===== src/rtl/vga_timing_pkg.sv =====
// vga_timing_pkg: display mode presets and raster timing helpers shared by the VGA timing generator.
package vga_timing_pkg;

    typedef struct packed {
        int unsigned active;
        int unsigned fp;
        int unsigned sync;
        int unsigned bp;
    } axis_timing_t;

    typedef struct packed {
        axis_timing_t h;
        axis_timing_t v;
    } vga_mode_t;

    localparam vga_mode_t MODE_640X480_60 = '{h: '{640, 16, 96, 48}, v: '{480, 10, 2, 33}};
    localparam vga_mode_t MODE_800X600_72 = '{h: '{800, 56, 120, 64}, v: '{600, 37, 6, 23}};

    function automatic int unsigned axis_total(int unsigned active, int unsigned fp, int unsigned sync, int unsigned bp);
        return active + fp + sync + bp;
    endfunction

    function automatic logic in_window(int unsigned pos, int unsigned lo, int unsigned len);
        return pos >= lo && pos < lo + len;
    endfunction

endpackage


===== src/rtl/vga_timing_gen_if.sv =====
// vga_timing_gen_if: pixel enable in, raster position/sync/strobe outputs to the VGA pins and renderer.
interface vga_timing_gen_if #(parameter int unsigned CNT_W = 10);
    logic             pix_en;
    logic [CNT_W-1:0] h_count;
    logic [CNT_W-1:0] v_count;
    logic             hsync;
    logic             vsync;
    logic             video_on;
    logic             line_end;
    logic             frame_start;

    modport master (input pix_en, output h_count, v_count, hsync, vsync, video_on, line_end, frame_start);
    modport slave (output pix_en, input h_count, v_count, hsync, vsync, video_on, line_end, frame_start);
endinterface


===== src/rtl/vga_timing_gen_axis_counter.sv =====
// axis_counter: enable-gated modulo-(MAX+1) counter exposing its next value and a wrap pulse.
module axis_counter #(
    parameter int unsigned CNT_W = 10,
    parameter int unsigned MAX   = 799
) (
    input  logic             clk,
    input  logic             reset,
    input  logic             en_i,
    output logic [CNT_W-1:0] count_o,
    output logic [CNT_W-1:0] next_o,
    output logic             wrap_o
);
    logic [CNT_W-1:0] count_q, count_d;

    always_comb begin
        wrap_o  = en_i && count_q == CNT_W'(MAX);
        count_d = wrap_o ? '0 : en_i ? count_q + 1'b1 : count_q;
    end

    always_ff @(posedge clk or posedge reset)
        if (reset) count_q <= '0;
        else count_q <= count_d;

    assign count_o = count_q;
    assign next_o  = count_d;
endmodule


===== src/rtl/vga_timing_gen.sv =====
// vga_timing_gen: VGA raster counters with registered sync, active-video and line/frame strobes.
module vga_timing_gen
    import vga_timing_pkg::*;
#(
    parameter int unsigned H_ACTIVE = 640,
    parameter int unsigned H_FP     = 16,
    parameter int unsigned H_SYNC   = 96,
    parameter int unsigned H_BP     = 48,
    parameter int unsigned V_ACTIVE = 480,
    parameter int unsigned V_FP     = 10,
    parameter int unsigned V_SYNC   = 2,
    parameter int unsigned V_BP     = 33,
    parameter bit          HS_POL   = 1'b0,
    parameter bit          VS_POL   = 1'b0,
    parameter int unsigned CNT_W    = 10
) (
    input logic              clk,
    input logic              reset,
    vga_timing_gen_if.master vga
);
    localparam int unsigned H_TOTAL = axis_total(H_ACTIVE, H_FP, H_SYNC, H_BP);
    localparam int unsigned V_TOTAL = axis_total(V_ACTIVE, V_FP, V_SYNC, V_BP);

    logic [CNT_W-1:0] h_q, h_next, v_q, v_next;
    logic             h_wrap, v_wrap;
    logic             hsync_q, hsync_d, vsync_q, vsync_d, video_on_q, video_on_d;
    logic             line_end_q, line_end_d, frame_start_q, frame_start_d;

    axis_counter #(.CNT_W(CNT_W), .MAX(H_TOTAL - 1)) u_h (
        .clk(clk), .reset(reset), .en_i(vga.pix_en),
        .count_o(h_q), .next_o(h_next), .wrap_o(h_wrap)
    );

    axis_counter #(.CNT_W(CNT_W), .MAX(V_TOTAL - 1)) u_v (
        .clk(clk), .reset(reset), .en_i(vga.pix_en && h_wrap),
        .count_o(v_q), .next_o(v_next), .wrap_o(v_wrap)
    );

    // Decoding the next counts keeps every registered flag aligned with the counts it describes.
    always_comb begin
        hsync_d       = in_window(32'(h_next), H_ACTIVE + H_FP, H_SYNC) ? HS_POL : ~HS_POL;
        vsync_d       = in_window(32'(v_next), V_ACTIVE + V_FP, V_SYNC) ? VS_POL : ~VS_POL;
        video_on_d    = 32'(h_next) < H_ACTIVE && 32'(v_next) < V_ACTIVE;
        line_end_d    = h_wrap;
        frame_start_d = h_wrap && v_wrap;
    end

    always_ff @(posedge clk or posedge reset)
        if (reset) begin
            hsync_q       <= ~HS_POL;
            vsync_q       <= ~VS_POL;
            video_on_q    <= 1'b1;
            line_end_q    <= 1'b0;
            frame_start_q <= 1'b0;
        end else begin
            hsync_q       <= hsync_d;
            vsync_q       <= vsync_d;
            video_on_q    <= video_on_d;
            line_end_q    <= line_end_d;
            frame_start_q <= frame_start_d;
        end

    assign vga.h_count     = h_q;
    assign vga.v_count     = v_q;
    assign vga.hsync       = hsync_q;
    assign vga.vsync       = vsync_q;
    assign vga.video_on    = video_on_q;
    assign vga.line_end    = line_end_q;
    assign vga.frame_start = frame_start_q;
endmodule


===== src/flat_wrapper.sv =====
// flat-port wrapper written by rule: the top's interface ports become plain ports
module vga_timing_gen_flat import vga_timing_pkg::*;
#(
    parameter int unsigned H_ACTIVE = 640,
    parameter int unsigned H_FP     = 16,
    parameter int unsigned H_SYNC   = 96,
    parameter int unsigned H_BP     = 48,
    parameter int unsigned V_ACTIVE = 480,
    parameter int unsigned V_FP     = 10,
    parameter int unsigned V_SYNC   = 2,
    parameter int unsigned V_BP     = 33,
    parameter bit          HS_POL   = 1'b0,
    parameter bit          VS_POL   = 1'b0,
    parameter int unsigned CNT_W    = 10
)
  (clk, reset, vga_pix_en, vga_h_count, vga_v_count, vga_hsync, vga_vsync, vga_video_on, vga_line_end, vga_frame_start);
  vga_timing_gen_if #(.CNT_W(CNT_W)) vga_i ();
  input logic clk;
  input logic reset;
  input wire logic [$bits(vga_i.pix_en)-1:0] vga_pix_en;
  output wire logic [$bits(vga_i.h_count)-1:0] vga_h_count;
  output wire logic [$bits(vga_i.v_count)-1:0] vga_v_count;
  output wire logic [$bits(vga_i.hsync)-1:0] vga_hsync;
  output wire logic [$bits(vga_i.vsync)-1:0] vga_vsync;
  output wire logic [$bits(vga_i.video_on)-1:0] vga_video_on;
  output wire logic [$bits(vga_i.line_end)-1:0] vga_line_end;
  output wire logic [$bits(vga_i.frame_start)-1:0] vga_frame_start;
  assign vga_i.pix_en = vga_pix_en;
  assign vga_h_count = vga_i.h_count;
  assign vga_v_count = vga_i.v_count;
  assign vga_hsync = vga_i.hsync;
  assign vga_vsync = vga_i.vsync;
  assign vga_video_on = vga_i.video_on;
  assign vga_line_end = vga_i.line_end;
  assign vga_frame_start = vga_i.frame_start;
  vga_timing_gen #(.H_ACTIVE(H_ACTIVE), .H_FP(H_FP), .H_SYNC(H_SYNC), .H_BP(H_BP), .V_ACTIVE(V_ACTIVE), .V_FP(V_FP), .V_SYNC(V_SYNC), .V_BP(V_BP), .HS_POL(HS_POL), .VS_POL(VS_POL), .CNT_W(CNT_W)) u_core (.clk(clk), .reset(reset), .vga(vga_i));
endmodule

===== config.mk =====
export PLATFORM = sky130hd
export DESIGN_NAME = vga_timing_gen_flat
export DESIGN_NICKNAME = d
export VERILOG_FILES = /design/src/rtl/vga_timing_pkg.sv /design/src/rtl/vga_timing_gen_if.sv /design/src/rtl/vga_timing_gen_axis_counter.sv /design/src/rtl/vga_timing_gen.sv /design/src/flat_wrapper.sv
export SDC_FILE = /design/constraint.sdc
export NUM_CORES = 1
export LEC_CHECK = 0
export ABC_AREA = 0
export BUFFER_PORTS_ARGS = -buffer_cell sky130_fd_sc_hd__buf_4
export CORE_MARGIN = 3
export CORE_UTILIZATION = 59
export CTS_CLUSTER_DIAMETER = 200
export DETAILED_ROUTE_END_ITERATION = 7
export GPL_ROUTABILITY_DRIVEN = 0
export PLACE_DENSITY = 0.84
export SETUP_SLACK_MARGIN = 0.2
export SYNTH_ARGS = -nofsm -noshare
export SYNTH_HDL_FRONTEND = slang
export SYNTH_SLANG_ARGS = --single-unit

===== constraint.sdc =====
create_clock -name clk -period 5.55 [get_ports clk]
set_input_delay 0.8325 -clock clk [delete_from_list [all_inputs] [get_ports clk]]
set_output_delay 0.8325 -clock clk [all_outputs]
set_load 0.02 [all_outputs]

==> metrics <==
fraction of final layout cells sized beyond drive strength 1 24.9%; period utilization 39.8%; Die ar. 3150 sq um; critical path peak fanout 21; hold path cells 1; Initial Utilization 64.5%; Root Buffer clkbuf_4; 1st-iter DRT viols 66; final setup TNS 0 ns; Final Net Count 184; Internal 299 uW; Yosys cell types 49; Syn Inst Count 153; global route total overflow 0; CTS tree yes; fin crit period 2.21 ns; Power Density 285 nW/um^2; Register-to-Register Setup Slack 3.34 ns; register area share after synthesis 42.5%; Placeable Area 2300 sq um; routed len/inst 16.1 um; status finished, final reports clean; FF+latch count, synth 25; cells along the critical path ha_1, nand2_2, or4_4, clkinv_4, a41o_1, a22oi_4, a211oi_2; area delta synth->final 14.0%; Die W 56.1 um; CTS hold repair buffers 0; RSZ-0062 raised after global routing false; Setup Buffers After CTS 0; Worst Path Class, Setup reg2reg; uppermost layer routed met4; port bufs 27; detailed-route via count 1303; Finish-stage setup viols 0; met2 wire len 1740 um; PostCTS Resize Cnt 0; post-route setup slack 3.34 ns; area of the multi-input gates 756 sq um; logic gate share of total power 32.2%; worst path required time 5.79 ns; Worst Tran Pin Value 0.936 ns; Antenna Diode Count 0; fillers 168; largest net degree at the start of global routing 26; DP Worst Slack 3.13 ns; initial antenna violation count 0; CP arrival 2.45 ns; Hold Path End u_core.u_v.count_o[8]; CTS max path bufs 2; reg2reg start u_core.u_h.count_o[1]; hpwl dp 2410 um; Worst Skew 0.00652 ns; vias per cell 6.36; Async SR Flop Fraction 100%; Post-DRT Antenna Nets 0; Top FF cell, synth dfrtp_1; Net Count, Synth 159; VDD IR max 0.265 mV; met3 routed WL 145 um; type of the worst min-delay path reg2reg; first-pass GRT wire length 5580 um; Max-Cap Viols 0; WL final 3290 um; Residual DRC 0; # rows 17; total power after layout 481 uW; clock share of power 16.6%; H-tree depth 1; Clk Latency, worst-skew pair 0.31 ns; Max Freq 453 MHz; CP max stage delay 0.60 ns; Worst slew margin 37.5%; IO Count 28; Worst setup EP type flip-flop; switch share 37.9%; Detailed Routing Iterations Pass 1 4; syn avg cell area 9.68 sq um; Die Y-Extent 56.1 um; clock slew at reported path FFs 0.14 ns; FF-to-FF End u_core.vga.video_on; Slew Limit Fails 0; Ys Warns 0; M1 WL 1370 um; number of global-route vias before repair 1254; Synth Cell Area 1480 sq um; Sink Count 25; Sw Pwr 182 uW; Critical-path top delay cell or4_4; Pleak 0.763 nW; part of the power in registers 51.2%; GRT Total Usage 22.1%; HP Start u_core.u_v.count_o[8]; EDFF count, synth 0; Register-to-Register Path Depth 7; Worst setup SP type flip-flop; Reg area 629 sq um; TritonCTS buffer count 3; final hold violation count 0
==> power groups by stage <==
stage	registers, mW	logic, mW	clock network [mW]
2_1_floorplan	0.271	0.0672	0
3_3_place_gp	0.245	0.149	0
3_5_place_dp	0.249	0.155	0
4_1_cts	0.246	0.155	0.0840
5_1_grt	0.249	0.168	0.0916
6_report	0.246	0.155	0.0800
==> synth_stat cells (all sizes together), types with 2 or more instances <==
master,instances,area (sq um)
ha,3,37.5
a41o,2,20.0
nor3,3,15.0
nor2,11,43.8
o31ai,2,15.0
nor4,3,18.8
and3,4,25.0
xor2,3,26.3
a211oi,2,20.0
buf,4,46.3
nand4,6,37.5
o21ai,10,50.0
dfstp,3,78.8
clkbuf,3,11.3
nand3,14,80.1
dfrtp,22,551
xnor2,8,70.1
and2,3,18.8
a21oi,5,25.0
a21o,2,15.0
nand2,12,47.6
inv,8,30.0
==> how the worst max path moves through the flow <==
stage | to | slack [ns] | depth (start not counted) | startpoint
CTS | u_core.vga.video_on | 3.35 | 7 | u_core.u_h.count_o[0]
global placement | u_core.vga.video_on | 3.17 | 7 | vga_pix_en
detailed placement | u_core.vga.video_on | 3.13 | 7 | vga_pix_en
finish | u_core.vga.video_on | 3.34 | 7 | u_core.u_h.count_o[1]
floorplan | u_core.vga.vsync | 3.24 | 9 | vga_pix_en
global route | u_core.vga.video_on | 3.22 | 7 | u_core.u_h.count_o[0]
==> sequential cells by signal, summed over array words and instances, names as in the netlist <==
signal and cells:
u_core.u_h.count_o 10, u_core.vga.line_end 1, u_core.vga.hsync 1, u_core.vga.video_on 1
u_core.u_v.count_o 10, u_core.vga.frame_start 1, u_core.vga.vsync 1
==> cells in the final DEF, fill, tap and decap left out, drive strengths merged, types with 2 or more instances in the layout <==
| cell | netlist | final |
|---|---|---|
| a211oi | 2 | 2 |
| a21o | 2 | 2 |
| a21oi | 5 | 5 |
| a41o | 2 | 2 |
| and2 | 3 | 3 |
| and3 | 4 | 4 |
| buf | 4 | 27 |
| clkbuf | 3 | 3 |
| clkinv | 1 | 2 |
| dfrtp | 22 | 22 |
| dfstp | 3 | 3 |
| ha | 3 | 3 |
| inv | 8 | 8 |
| nand2 | 12 | 12 |
| nand3 | 14 | 14 |
| nand4 | 6 | 6 |
| nor2 | 11 | 11 |
| nor3 | 3 | 3 |
| nor4 | 3 | 3 |
| o21ai | 10 | 10 |
| o31ai | 2 | 2 |
| xnor2 | 8 | 8 |
| xor2 | 3 | 3 |
==> layout make-up <==
cell class              instances  area share (%)
repair buffers                 27            12.0
clock inverters                 1           0.296
multi-input cells             112            44.7
well taps                      28            2.07
clock buffers                   3            1.33
inverters                       9            2.30
flip-flops and latches         25            37.3
==> logic make-up (layout without fill, tap and decap cells) <==
| group | count (synthesis) | after routing | synth area share (%) |
|---|---|---|---|
| flops | 25 | 25 | 42.5 |
| mux | 1 | 1 | 0.676 |
| compound gates | 32 | 32 | 16.8 |
| xor+xnor | 11 | 11 | 6.50 |
| fa+ha+maj | 3 | 3 | 2.53 |
| simple gates | 65 | 65 | 24.5 |
| buf+inv | 16 | 40 | 6.50 |
==> worst max-delay path, delay by kind of cell (launching register included) <==
| family | cells | cell delay (ns) |
|---|---|---|
| AND/OR/NAND/NOR | 2 | 0.71 |
| adder cells (fa/ha/maj) | 1 | 0.29 |
| flip-flops | 1 | 0.45 |
| AO/OA/AOI/OAI | 3 | 0.51 |
| buffers and inverters | 1 | 0.17 |
==> through the flow <==
step	cell area [sq um]	utilization [%]	std cells	hold WS, ns
after floorplan	1480	-	153	0.653
after global placement	1660	72.3	201	0.565
after detailed placement	1660	72.3	201	0.564
after CTS	1690	73.5	205	0.593
after global routing	1690	73.5	205	0.626
final	1690	73.5	205	0.590
==> layer usage <==
metal	vias up	global-route usage [%]
met5	-	0
met4	0	5.76
met3	8	2.32
met2	55	40.2
met1	628	27.5
li1	612	-
Power figures use the tool's default switching activity.
